`config.mk`:
```
export PLATFORM = sky130hd
export DESIGN_NAME = uart_loop_bridge
export DESIGN_NICKNAME = d
export VERILOG_FILES = /design/src/rtl/uart_loop_bridge.sv
export SDC_FILE = /design/constraint.sdc
export NUM_CORES = 1
export LEC_CHECK = 0
export ABC_CLOCK_PERIOD_IN_PS = 4600
export CORE_MARGIN = 8
export CORE_UTILIZATION = 65
export CTS_CLUSTER_SIZE = 24
export DETAILED_ROUTE_END_ITERATION = 12
export GPL_ROUTABILITY_DRIVEN = 0
export HOLD_SLACK_MARGIN = 0.08
export PLACE_DENSITY = 0.93
export SETUP_SLACK_MARGIN = 0.05
export SLEW_MARGIN = 40
export SYNTH_ARGS = -nofsm -noshare
export SYNTH_HDL_FRONTEND = slang
export SYNTH_SLANG_ARGS = --single-unit
```
`constraint.sdc`:
```
create_clock -name i_clk -period 4.6 [get_ports i_clk]
set_clock_uncertainty 0.2 [all_clocks]
set_input_delay 0.46 -clock i_clk [delete_from_list [all_inputs] [get_ports i_clk]]
set_output_delay 0.46 -clock i_clk [all_outputs]
set_load 0.005 [all_outputs]
```
`src/rtl/uart_loop_bridge.sv`:
```
`default_nettype none
// +--------------------------------------------------------------------------+
// | Module      : uart_loop_bridge                                           |
// | Description : UART receiver -> FIFO -> UART transmitter. The FIFO is     |
// |               fed either by the receiver (loopback echo) or by a host    |
// |               parallel write port.                                       |
// | Revision    : 1.0  initial release                                       |
// +--------------------------------------------------------------------------+
module uart_loop_bridge #(
  parameter int CLOCK_FREQUENCY = 100_000_000,
  parameter int BAUD_RATE       = 9600,
  parameter int DATA_BITS       = 8,
  parameter int PARITY          = 0,
  parameter int STOP_BITS       = 1,
  parameter int FIFO_DEPTH      = 16,
  localparam int AW             = $clog2(FIFO_DEPTH)
) (
  input  logic                 i_clk,
  input  logic                 i_rstn,
  input  logic                 i_rx_serial,
  input  logic                 i_loop_en,
  input  logic                 i_tx_dv,
  input  logic [DATA_BITS-1:0] i_tx_data,
  input  logic                 i_clr_err,
  output logic                 o_rx_dv,
  output logic [DATA_BITS-1:0] o_rx_data,
  output logic                 o_parity_err,
  output logic                 o_frame_err,
  output logic                 o_overflow,
  output logic [AW:0]          o_fifo_count,
  output logic                 o_tx_active,
  output logic                 o_tx_done,
  output logic                 o_tx_serial
);

  localparam int CLKS_PER_BIT = CLOCK_FREQUENCY / BAUD_RATE;
  localparam int CW           = $clog2(CLKS_PER_BIT + 1);
  localparam int BW           = $clog2(DATA_BITS);

  localparam logic [CW-1:0] c_BIT_LAST  = CW'(CLKS_PER_BIT - 1);
  localparam logic [CW-1:0] c_HALF_LAST = CW'(CLKS_PER_BIT / 2 - 1);
  localparam logic [BW-1:0] c_DATA_LAST = BW'(DATA_BITS - 1);
  localparam logic          c_STOP_LAST = (STOP_BITS == 2);
  localparam logic          c_PAR_EN    = (PARITY != 0);
  localparam logic          c_PAR_ODD   = (PARITY == 1);
  localparam logic [AW:0]   c_DEPTH     = (AW+1)'(FIFO_DEPTH);

  typedef enum logic [2:0] {RX_IDLE, RX_START, RX_DATA, RX_PARITY, RX_STOP, RX_DONE} rx_state_t;
  typedef enum logic [2:0] {TX_IDLE, TX_START, TX_DATA, TX_PARITY, TX_STOP} tx_state_t;

  // ---------------------------------------------------------------- receiver
  logic                 r_rx_meta, r_rx_sync;
  rx_state_t            r_rx_state, w_rx_next;
  logic [CW-1:0]        r_rx_cnt;
  logic [BW-1:0]        r_rx_bit;
  logic                 r_rx_stop;
  logic [DATA_BITS-1:0] r_rx_shift;
  logic                 r_rx_par;
  logic                 r_rx_ferr_acc;
  logic [DATA_BITS-1:0] r_rx_data;
  logic                 r_rx_cur_perr, r_rx_cur_ferr;
  logic                 r_parity_err, r_frame_err;
  logic                 w_rx_tick, w_rx_perr, w_rx_ferr, w_rx_enter_done;

  assign w_rx_tick       = (r_rx_cnt == c_BIT_LAST);
  // Parity error when the ones count of payload+parity has the wrong sense.
  assign w_rx_perr       = c_PAR_EN && ((^r_rx_shift ^ r_rx_par) != c_PAR_ODD);
  assign w_rx_ferr       = r_rx_ferr_acc | ~r_rx_sync;
  assign w_rx_enter_done = (r_rx_state == RX_STOP) && (w_rx_next == RX_DONE);

  // Two-flop synchronizer for the asynchronous serial input.
  always_ff @(posedge i_clk or negedge i_rstn) begin
    if (!i_rstn) begin
      r_rx_meta <= 1'b1;
      r_rx_sync <= 1'b1;
    end else begin
      r_rx_meta <= i_rx_serial;
      r_rx_sync <= r_rx_meta;
    end
  end

  // RX state register.
  always_ff @(posedge i_clk or negedge i_rstn) begin
    if (!i_rstn) r_rx_state <= RX_IDLE;
    else         r_rx_state <= w_rx_next;
  end

  // RX next-state logic; START re-checks the line at mid-bit to reject glitches.
  always_comb begin
    w_rx_next = r_rx_state;
    case (r_rx_state)
      RX_IDLE:   if (!r_rx_sync) w_rx_next = RX_START;
      RX_START:  if (r_rx_cnt == c_HALF_LAST) w_rx_next = r_rx_sync ? RX_IDLE : RX_DATA;
      RX_DATA:   if (w_rx_tick && (r_rx_bit == c_DATA_LAST))
                   w_rx_next = c_PAR_EN ? RX_PARITY : RX_STOP;
      RX_PARITY: if (w_rx_tick) w_rx_next = RX_STOP;
      RX_STOP:   if (w_rx_tick && (r_rx_stop == c_STOP_LAST)) w_rx_next = RX_DONE;
      RX_DONE:   w_rx_next = RX_IDLE;
      default:   w_rx_next = RX_IDLE;
    endcase
  end

  // RX datapath: bit timer, sampling, and result/sticky-flag capture.
  always_ff @(posedge i_clk or negedge i_rstn) begin
    if (!i_rstn) begin
      r_rx_cnt      <= '0;
      r_rx_bit      <= '0;
      r_rx_stop     <= 1'b0;
      r_rx_shift    <= '0;
      r_rx_par      <= 1'b0;
      r_rx_ferr_acc <= 1'b0;
      r_rx_data     <= '0;
      r_rx_cur_perr <= 1'b0;
      r_rx_cur_ferr <= 1'b0;
      r_parity_err  <= 1'b0;
      r_frame_err   <= 1'b0;
    end else begin
      if ((r_rx_state == RX_IDLE) || (r_rx_state != w_rx_next) || w_rx_tick) r_rx_cnt <= '0;
      else                                                                    r_rx_cnt <= r_rx_cnt + CW'(1);
      if (r_rx_state == RX_START) begin
        r_rx_bit      <= '0;
        r_rx_stop     <= 1'b0;
        r_rx_ferr_acc <= 1'b0;
      end
      if ((r_rx_state == RX_DATA) && w_rx_tick) begin
        r_rx_shift <= {r_rx_sync, r_rx_shift[DATA_BITS-1:1]};
        r_rx_bit   <= r_rx_bit + BW'(1);
      end
      if ((r_rx_state == RX_PARITY) && w_rx_tick) r_rx_par <= r_rx_sync;
      if ((r_rx_state == RX_STOP) && w_rx_tick) begin
        r_rx_stop     <= 1'b1;
        r_rx_ferr_acc <= w_rx_ferr;
      end
      if (w_rx_enter_done) begin
        r_rx_data     <= r_rx_shift;
        r_rx_cur_perr <= w_rx_perr;
        r_rx_cur_ferr <= w_rx_ferr;
      end
      // A new error outranks a coincident clear.
      r_parity_err <= (w_rx_enter_done & w_rx_perr) | (r_parity_err & ~i_clr_err);
      r_frame_err  <= (w_rx_enter_done & w_rx_ferr) | (r_frame_err & ~i_clr_err);
    end
  end

  // -------------------------------------------------------------------- FIFO
  logic [DATA_BITS-1:0] r_mem [FIFO_DEPTH];
  logic [AW-1:0]        r_wr_ptr, r_rd_ptr;
  logic [AW:0]          r_count;
  logic                 r_overflow;
  logic                 w_push, w_pop, w_full, w_wr_en;
  logic [DATA_BITS-1:0] w_push_data;
  tx_state_t            r_tx_state, w_tx_next;

  assign w_full      = (r_count == c_DEPTH);
  assign w_push      = i_loop_en ? ((r_rx_state == RX_DONE) && !r_rx_cur_perr && !r_rx_cur_ferr)
                                 : i_tx_dv;
  assign w_push_data = i_loop_en ? r_rx_data : i_tx_data;
  assign w_pop       = (r_tx_state == TX_IDLE) && (r_count != '0);
  // A simultaneous pop frees the slot, so a push into a full FIFO is still accepted.
  assign w_wr_en     = w_push && (!w_full || w_pop);

  // FIFO storage; no reset needed, occupancy guards every read.
  always_ff @(posedge i_clk) begin
    if (w_wr_en) r_mem[r_wr_ptr] <= w_push_data;
  end

  // FIFO pointers, occupancy and overflow flag.
  always_ff @(posedge i_clk or negedge i_rstn) begin
    if (!i_rstn) begin
      r_wr_ptr   <= '0;
      r_rd_ptr   <= '0;
      r_count    <= '0;
      r_overflow <= 1'b0;
    end else begin
      if (w_wr_en) r_wr_ptr <= r_wr_ptr + AW'(1);
      if (w_pop)   r_rd_ptr <= r_rd_ptr + AW'(1);
      if (w_wr_en && !w_pop)      r_count <= r_count + (AW+1)'(1);
      else if (!w_wr_en && w_pop) r_count <= r_count - (AW+1)'(1);
      r_overflow <= (w_push & ~w_wr_en) | (r_overflow & ~i_clr_err);
    end
  end

  // ------------------------------------------------------------- transmitter
  logic [CW-1:0]        r_tx_cnt;
  logic [BW-1:0]        r_tx_bit;
  logic                 r_tx_stop;
  logic [DATA_BITS-1:0] r_tx_shift;
  logic                 r_tx_par;
  logic                 r_tx_done;
  logic                 w_tx_tick, w_tx_serial;

  assign w_tx_tick = (r_tx_cnt == c_BIT_LAST);

  // TX state register.
  always_ff @(posedge i_clk or negedge i_rstn) begin
    if (!i_rstn) r_tx_state <= TX_IDLE;
    else         r_tx_state <= w_tx_next;
  end

  // TX next-state logic and line level decode.
  always_comb begin
    w_tx_next   = r_tx_state;
    w_tx_serial = 1'b1;
    case (r_tx_state)
      TX_IDLE:   if (w_pop) w_tx_next = TX_START;
      TX_START: begin
        w_tx_serial = 1'b0;
        if (w_tx_tick) w_tx_next = TX_DATA;
      end
      TX_DATA: begin
        w_tx_serial = r_tx_shift[0];
        if (w_tx_tick && (r_tx_bit == c_DATA_LAST)) w_tx_next = c_PAR_EN ? TX_PARITY : TX_STOP;
      end
      TX_PARITY: begin
        w_tx_serial = r_tx_par;
        if (w_tx_tick) w_tx_next = TX_STOP;
      end
      TX_STOP:   if (w_tx_tick && (r_tx_stop == c_STOP_LAST)) w_tx_next = TX_IDLE;
      default:   w_tx_next = TX_IDLE;
    endcase
  end

  // TX datapath: latch popped entry, shift out bits, flag end of frame.
  always_ff @(posedge i_clk or negedge i_rstn) begin
    if (!i_rstn) begin
      r_tx_cnt   <= '0;
      r_tx_bit   <= '0;
      r_tx_stop  <= 1'b0;
      r_tx_shift <= '0;
      r_tx_par   <= 1'b0;
      r_tx_done  <= 1'b0;
    end else begin
      if ((r_tx_state == TX_IDLE) || (r_tx_state != w_tx_next) || w_tx_tick) r_tx_cnt <= '0;
      else                                                                    r_tx_cnt <= r_tx_cnt + CW'(1);
      if (w_pop) begin
        r_tx_shift <= r_mem[r_rd_ptr];
        r_tx_par   <= (^r_mem[r_rd_ptr]) ^ c_PAR_ODD;
        r_tx_bit   <= '0;
        r_tx_stop  <= 1'b0;
      end
      if ((r_tx_state == TX_DATA) && w_tx_tick) begin
        r_tx_shift <= r_tx_shift >> 1;
        r_tx_bit   <= r_tx_bit + BW'(1);
      end
      if ((r_tx_state == TX_STOP) && w_tx_tick) r_tx_stop <= 1'b1;
      r_tx_done <= (r_tx_state == TX_STOP) && (w_tx_next == TX_IDLE);
    end
  end

  assign o_rx_dv      = (r_rx_state == RX_DONE);
  assign o_rx_data    = r_rx_data;
  assign o_parity_err = r_parity_err;
  assign o_frame_err  = r_frame_err;
  assign o_overflow   = r_overflow;
  assign o_fifo_count = r_count;
  assign o_tx_active  = (r_tx_state != TX_IDLE);
  assign o_tx_done    = r_tx_done;
  assign o_tx_serial  = w_tx_serial;

endmodule
`default_nettype wire

```
==> results of run 1 <==
-- registers in the layout, summed over array words and instances (netlist names), 3 cells and up --
name and flops:
r_mem 128, r_rx_cnt 14, r_tx_cnt 14, o_rx_data 8, r_rx_shift 8, r_tx_shift 8, o_fifo_count 5, r_rd_ptr 4
r_wr_ptr 4, r_rx_bit 3, r_rx_state 3, r_tx_bit 3, r_tx_state 3
-- final cells by class --
cell class                      count  area share [%]
Tap cell                          180            2.18
Clock buffer                       35            6.39
Inverter                           12           0.436
Multi-Input combinational cell    359            28.0
Sequential cell                   216            58.5
Timing Repair Buffer               44            4.00
Clock inverter                      5           0.508
-- timing repair --
action,in CTS,in global routing
hold endpoints to repair,30,0
hold buffers,1,0
gates resized for setup,0,0
-- logic make-up after synthesis --
logic type                 Yosys count  share of synthesized area, %
DFF                                216                          66.4
and+or+nand+nor                    167                          8.96
AOI/OAI and AO/OA                   78                          5.38
muxes                               60                          11.4
buffers and inverters               39                          1.94
xor gates and xnor gates            38                          3.65
adders and majority gates           16                          2.28
-- Yosys cell counts (all sizes together) (2+ instances only) --
master,n
clkbuf,17
inv,12
mux2,27
nand4,6
nand2b,5
nand2,43
o22ai,3
mux4,32
a22oi,16
a22o,2
edfxtp,128
nor3,8
nor2b,6
buf,10
nor4b,2
o21ai,26
a21o,3
nand3,13
nor2,58
xnor2,25
dfstp,2
a221o,7
a21oi,18
dfrtp,86
ha,15
or3,5
xor2,13
nor4bb,4
and3,8
-- final timing paths --
kind	startpoint	endpoint	slack, ps	cells after the start
setup reg to reg	r_tx_state[2]$_DFF_PN0_	o_fifo_count[4]$_DFFE_PN0P_	1170	11
setup / recovery	r_tx_state[2]$_DFF_PN0_	o_fifo_count[4]$_DFFE_PN0P_	1170	11
hold / removal	r_rx_meta$_DFF_PN1_	r_rx_sync$_DFF_PN1_	160	0
max in group asynchronous	i_rstn	o_rx_data[0]$_DFFE_PN0P_	2900	3
min in group asynchronous	i_rstn	r_tx_cnt[13]$_DFF_PN0_	220	2
hold reg to reg	r_rx_meta$_DFF_PN1_	r_rx_sync$_DFF_PN1_	160	0
-- through the flow --
step	hold slack, ps	cells	setup WS, ps	utilization [%]	power (mW)
CTS	154	851	1160	75.0	4.40
global route	155	851	974	75.0	4.51
detailed placement	148	810	1010	69.8	2.67
global placement	147	810	1250	69.8	2.62
finish	155	851	1170	75.0	4.39
floorplan	-35.6	614	1430	-	2.49
-- worst max-delay path, stage by stage, from the launching register on --
cell and delay [ps]:
dfrtp_1 450, or3_1 470, nor2_1 410, inv_2 250, ha_1 310, inv_1 160
ha_1 310, a21o_1 210, a21oi_1 180, xnor2_1 140, nor2_1 70, xor2_1 150
-- report_power, final --
group / internal, mW / leakage (nW) / switching (mW)
logic: 0.179 / 1.27 / 0.220
registers: 2.16 / 2.31 / 0.0872
clock network: 1.04 / 0.346 / 0.700
-- metal layers --
| layer | vias up | global-route usage, % | routed length, um |
|---|---|---|---|
| met3 | 55 | 3.14 | 1410 |
| met1 | 2773 | 27.5 | 7360 |
| met5 | - | 0 | 0 |
| li1 | 2373 | - | - |
| met4 | 0 | 7.49 | 515 |
| met2 | 290 | 36.8 | 9880 |
==> metrics.txt, run 1 <==
status=finished, final reports clean; setup violators final=0; asr flop ratio synth=between 40% and 50%; H-tree depth=1; most common cell after layout, fill and taps aside=edfxtp_1; synthesized area=a little over 0.009 mm2; P per Cell Area=roughly 420 mW/mm2; f_max=roughly 290 MHz; most frequent cells in the layout=edfxtp_1 (128), dfrtp_1 (85), nor2_1 (56), nand2_1 (43); first-pass GRT wire length=just over 30000 um; Total Die Area=0.0181 mm2; register area share after synthesis=between 60% and 70%; post-synth cell types=52; dpl cell area=~0.0096 mm2; RSZ-0062 raised after global routing=no; Peak supply drop=a little over 0.3 mV; die span in y=between 100 and 150 um; worst slew pin tran=817 ps; Syn-to-layout area delta=13.4%; type of origin of the critical path=flip-flop; Synth top area share=around 42%; Final period util=between 70% and 80%; clk buf depth=3; Ys Warns=0; largest net degree at the start of global routing=just under 60; GR Util All Layers=a little over a fifth; CTS tree=yes; WL final=between 15000 and 20000 um; nets=roughly 690; drt first pass iters=6; Register Area=0.00605 mm2; Max Cap Violations=0; Yosys reg bits=between 200 and 250; chip width=between 100 and 150 um; vias per cell=around 6.5; DP HPWL=12100 um; number of port buffers=33; top area cells in the synthesized netlist=edfxtp_1 (42%), dfrtp_1 (24%), mux4_2 (7.9%), xnor2_1 (2.4%), nor2_1 (2.3%); syn_nets=approximately 640; share of cells above drive strength 1=about 14%; Top FF cell, synth=edfxtp_1; Core ar.=approximately 0.014 mm2; CTS Root Cell=clkbuf_16; Leak=a little under 4 nW; cts bufs inserted=22; Hold Crit Class=flip-flop to flip-flop; crit path DAT=3620 ps; drt drc=0; syn avg cell area=roughly 15 um2; CTS sink cnt=~220; detailed-route wire length per cell=22.5 um; final setup TNS=0 ps; Starting Density=66.1%; final hold vios=0; Worst-Skew Late Latency=500 ps; setup bufs post-CTS=0; Final Slew Violations=0; Final Cell Area=0.0103 mm2; multi-input logic area=0.00289 mm2; Synth area leader=edfxtp_1; DRT antenna net count=0; Worst Setup End Kind=flip-flop; via count of the first global-routing pass=between 5k and 6k; Post-synth EDFFs=~130; Antenna Cells=0; clk slew on worst S/H paths=60 ps; cell count after synthesis=~610; GRT overflow=0; Max-slew headroom=a little under half; CP max FO=16; Critical Path RT=4780 ps; routed vias=roughly 5.5k; filler cell count=758; # IOs=34; CP Class=flip-flop to flip-flop; Initial DRC Count=569; fin crit period=approximately 3400 ps; num rows=43; antenna violations before repair=0
Power figures use the tool's default switching activity.
==> run 2, diff against run 1 <==
ABC_CLOCK_PERIOD_IN_PS = 3170   (was 4600)
CORE_UTILIZATION = 61   (was 65)
PLACE_DENSITY = 0.89   (was 0.93)
clock period = 3.17 ns   (was 4.6 ns; I/O delays follow)
==> metrics.txt, run 2 (synthesized netlist as in run 1, its figures left out) <==
wl on met1=between 7000 and 8000 um; vias per cell=6.57; Total Die Area=approximately 0.019 mm2; drt drc=0; CP max FO=9; register with the most flip-flops=r_mem; Antenna Cells=0; GR Util All Layers=roughly 22%; WL met2=between 10000 and 15000 um; crit path DAT=between 3000 and 4000 ps; final hold vios=0; Hold Path Stages=0; CTS sink cnt=216; num rows=between 40 and 50; Starting Density=between 60 and 70%; hold_sp=r_rx_meta$_DFF_PN1_; first-pass GRT wire length=between 30000 and 40000 um; drt first pass iters=5; number of port buffers=33; most common cell after layout, fill and taps aside=edfxtp_1; routed vias=roughly 5.8k; H-tree depth=1; origin of the critical flop-to-flop path=r_rx_state[1]$_DFF_PN0_; WL final=21700 um; Final period util=~96%; chip width=between 100 and 150 um; R2R setup slack=approximately 130 ps; CTS tree=yes; Peak supply drop=~0.5 mV; Hold Crit Class=flip-flop to flip-flop; clk buf depth=3; Max Used Layer=met4; worst slew pin tran=~700 ps; Reg power frac=roughly half; multi-input logic area=roughly 0.0029 mm2; Hold Slack=around 160 ps; antenna violations before repair=0; met3 WL=2020 um; detailed-route wire length per cell=between 20 and 25 um; Worst-Skew Late Latency=around 500 ps; Final Slew Violations=0; status=finished, final reports clean; Max-slew headroom=between 50 and 60%; internal power=5.01 mW; Max Cap Violations=0; die span in y=around 140 um; power share of the clock group=between 40% and 50%; DP HPWL=12800 um; Worst Setup End Kind=flip-flop; max reg flops=128; most frequent cells in the layout=edfxtp_1 (128), dfrtp_1 (82), nor2_1 (55), nand2_1 (43); setup violators final=0; Leak=4.07 nW; # IOs=34; type of origin of the critical path=flip-flop; Worst R2R Path Depth=12; Core ar.=about 0.015 mm2; RSZ-0062 raised after global routing=no; f_max=approximately 330 MHz; cts bufs inserted=22; via count of the first global-routing pass=5970; sw frac=between 20% and 30%; nets=about 710; Register Area=a little over 0.006 mm2; final setup TNS=0 ps; Hold EP=r_rx_sync$_DFF_PN1_; Syn-to-layout area delta=16.4%; Initial DRC Count=around 650; share of cells above drive strength 1=a little under a fifth; DRT antenna net count=0; Critical Path RT=around 3300 ps; registers with the most flip-flops=r_mem x128, r_rx_cnt x14, r_tx_cnt x14; P per Cell Area=618 mW/mm2; filler cell count=about 760; clk slew on worst S/H paths=roughly 60 ps; fin crit period=just over 3000 ps; Sw Pwr=~1.5 mW; CTS Root Cell=clkbuf_16; GRT overflow=0; CP Class=flip-flop to flip-flop; largest net degree at the start of global routing=a little under 50; logic gate share of total power=9.8%; reg-to-reg endpoint=o_fifo_count[4]$_DFFE_PN0P_
## run 2: worst max path at each step
stage                           startpoint                     endpoint  slack, ps  cells after the start
2_1_floorplan      r_tx_state[0]$_DFF_PN0_  o_fifo_count[4]$_DFFE_PN0P_         80                     13
3_3_place_gp                     i_loop_en  o_fifo_count[4]$_DFFE_PN0P_        290                     11
3_5_place_dp                     i_loop_en  o_fifo_count[4]$_DFFE_PN0P_         40                     12
4_1_cts        o_fifo_count[1]$_DFFE_PN0P_  o_fifo_count[4]$_DFFE_PN0P_         60                     12
5_1_grt        o_fifo_count[1]$_DFFE_PN0P_  o_fifo_count[4]$_DFFE_PN0P_         60                     12
6_report           r_rx_state[1]$_DFF_PN0_  o_fifo_count[4]$_DFFE_PN0P_        130                     12
## run 2: timing repair
item                                   4_1_cts  5_1_grt
hold buffers                                 2        0
gates resized for setup                     10        4
setup buffers                                0        0
pin swaps                                    0        0
endpoints found under the hold margin       47        0
setup endpoints to repair                    2        2
## run 2: per-layer routing
layer / global-route usage, % / vias to the layer above
met5: 0 / -
met4: 10.8 / 0
met3: 4.52 / 90
met2: 37.8 / 402
met1: 26.5 / 2849
li1: - / 2411
## run 2: per-stage QoR
| step | util, % | total power, mW | instances | area, um2 | worst slack, ps |
|---|---|---|---|---|---|
| 4_1_cts | 72.6 | 6.55 | 876 | 10600 | 62.5 |
| 5_1_grt | 72.7 | 6.74 | 876 | 10600 | 63.2 |
| 6_report | 72.7 | 6.56 | 876 | 10600 | 133 |
| 2_1_floorplan | - | 3.61 | 614 | 9110 | 75.5 |
| 3_3_place_gp | 67.1 | 3.82 | 834 | 9790 | 286 |
| 3_5_place_dp | 67.1 | 3.88 | 834 | 9790 | 43.2 |
## run 2: power by group through the flow
| stage | logic, mW | clock network (mW) | registers [mW] |
|---|---|---|---|
| after detailed placement | 0.578 | 0 | 3.30 |
| after CTS | 0.630 | 2.66 | 3.27 |
| final | 0.643 | 2.63 | 3.28 |
| after global placement | 0.535 | 0 | 3.29 |
| after global routing | 0.690 | 2.76 | 3.29 |
| after floorplan | 0.358 | 0 | 3.25 |
## run 2: critical path: stages, from the launching register on
cell and delay, ps:
dfrtp_2 470, inv_2 120, and3_1 230, a31oi_2 190, nor2b_4 180, ha_2 220, inv_1 120, fa_1 430
a21o_1 200, a21oi_2 160, xnor2_1 160, nor2_1 90, xor2_1 150
## run 2: cell type report
cell class,instances,area share (%)
sequential,216,57.1
multi-input combinational,359,27.7
clock buffer,32,6.14
timing repair buffer,65,5.64
tap,184,2.17
clock inverter,8,0.861
inverter,12,0.425
==> run 3, diff against run 2 <==
ABC_CLOCK_PERIOD_IN_PS = 3900   (was 3170)
CORE_MARGIN = 1.5   (was 8)
CORE_UTILIZATION = 65   (was 61)
PLACE_DENSITY = 0.93   (was 0.89)
clock period = 3.9 ns   (was 3.17 ns; I/O delays follow)
==> metrics.txt, run 3 (synthesized netlist as in run 1, its figures left out) <==
Syn-to-layout area delta=13.3%; nets=slightly below 700; Critical Path RT=~4100 ps; register with the most flip-flops=r_mem; CTS Root Cell=clkbuf_16; cell breakdown of the critical path=or3_1 -> nor2_1 -> inv_2 -> ha_1 -> inv_1 -> ha_1 -> a21o_1 -> a21oi_1 -> xnor2_1 -> nor2_1 -> xor2_1; die span in y=approximately 120 um; crit path DAT=approximately 3700 ps; Slowest-stage cell, CP=or3_1; origin of the critical flop-to-flop path=r_tx_state[2]$_DFF_PN0_; R2R setup slack=~390 ps; number of port buffers=33; CP delay by family, top=simple AND/OR/NAND/NOR gates; share of cells above drive strength 1=14.0%; status=finished, final reports clean; # IOs=34; reg-to-reg endpoint=o_fifo_count[4]$_DFFE_PN0P_; largest net degree at the start of global routing=70; PostCTS Resize Cnt=0; drt drc=0; CP bufs+invs=2; via count of the first global-routing pass=between 5k and 6k; CTS sink cnt=roughly 220; CP max FO=16; Final Slew Violations=0; Starting Density=between 60% and 70%; CTS tree=yes; Worst-Skew Late Latency=between 500 and 600 ps; H-tree depth=1; clk buf depth=3; f_max=285 MHz; Final Util=around three quarters; Design Power=slightly above 5 mW; GRT overflow=0; Hold Crit Class=flip-flop to flip-flop; GR Util All Layers=30.0%; vias per cell=around 6.6; detailed-route wire length per cell=between 20 and 25 um; most common cell after layout, fill and taps aside=edfxtp_1; final setup margin=approximately 390 ps; Hold EP=r_rx_sync$_DFF_PN1_; RSZ-0062 raised after global routing=no; max reg flops=about 130; Max Cap Violations=0; Worst R2R Path Depth=11; Peak supply drop=0.466 mV; WL final=20700 um; final setup TNS=0 ps; chip width=121 um; Leak=3.92 nW; most frequent cells in the layout=edfxtp_1 (128), dfrtp_1 (85), nor2_1 (56), nand2_1 (43); type of origin of the critical path=flip-flop; worst slew pin tran=around 780 ps; Total Die Area=between 0.01 and 0.015 mm2; Initial DRC Count=760; hold_sp=r_rx_meta$_DFF_PN1_; antenna violations before repair=0; DRT antenna net count=0; first-pass GRT wire length=~33000 um; DP HPWL=around 12000 um; num rows=43; fin crit period=roughly 3500 ps; setup violators final=0; pre-CTS setup slack=around 470 ps; drt first pass iters=5; Antenna Cells=0; max incr delay on CP=around 490 ps; Max-slew headroom=between 40% and 50%; P per Cell Area=495 mW/mm2; Worst Setup End Kind=flip-flop; CP Class=flip-flop to flip-flop; clk slew on worst S/H paths=60 ps; cts bufs inserted=23; Final period util=about 90%; registers with the most flip-flops=r_mem x128, r_rx_cnt x14, r_tx_cnt x14; Hold Path Stages=0; Core ar.=between 0.01 and 0.015 mm2; routed vias=5637; final hold vios=0
==> run 3: cell types whose count changed in the layout (fill, tap and decap cells not counted), sizes merged <==
cell | previous run | this run
buf | 31 | 10
clkinvlp | 0 | 1
clkinv | 5 | 15
clkbuf | 32 | 25
bufinv | 2 | 0
==> run 3: area by class of cell <==
class	count	area, um2
fill	756	3450
timing repair buffer	44	432
tap	180	225
clock buffer	25	583
clock inverter	17	97.6
sequential	216	6050
inverter	12	45.0
multi-input combinational	359	2890
==> run 3: worst max-delay path by stage <==
| stage | slack [ps] | cells after the start | from | to |
|---|---|---|---|---|
| finish | 390 | 11 | r_tx_state[2]$_DFF_PN0_ | o_fifo_count[4]$_DFFE_PN0P_ |
| global route | 170 | 11 | r_tx_state[2]$_DFF_PN0_ | o_fifo_count[4]$_DFFE_PN0P_ |
| CTS | 370 | 11 | r_tx_state[2]$_DFF_PN0_ | o_fifo_count[4]$_DFFE_PN0P_ |
| detailed placement | 470 | 11 | i_loop_en | o_fifo_count[4]$_DFFE_PN0P_ |
| global placement | 670 | 11 | i_loop_en | o_fifo_count[4]$_DFFE_PN0P_ |
| floorplan | 730 | 13 | r_tx_state[0]$_DFF_PN0_ | o_fifo_count[4]$_DFFE_PN0P_ |
==> run 3: stage by stage <==
| step | hold WS, ps | cells | cell area, um2 |
|---|---|---|---|
| finish | 154 | 853 | 10300 |
| global route | 156 | 853 | 10300 |
| CTS | 155 | 853 | 10300 |
| detailed placement | 147 | 809 | 9620 |
| global placement | 148 | 809 | 9610 |
| floorplan | -106 | 614 | 9110 |
==> run 3: where the power goes <==
part	internal [mW]	total [mW]	switching, mW
clock network	1.09	1.97	0.884
logic	0.215	0.481	0.266
registers	2.55	2.66	0.110
==> run 3: timing repair <==
| action | in CTS | in global routing |
|---|---|---|
| buffers inserted | 0 | 0 |
| hold endpoints to repair | 69 | 0 |
| hold buffers | 2 | 0 |
==> run 3: routing by layer <==
layer	up-vias	global-route usage, %	wire [um]
met5	-	0	0
met4	0	11.6	729
met3	74	5.31	1680
met2	345	50.6	10600
met1	2834	39.2	7670
li1	2384	-	-
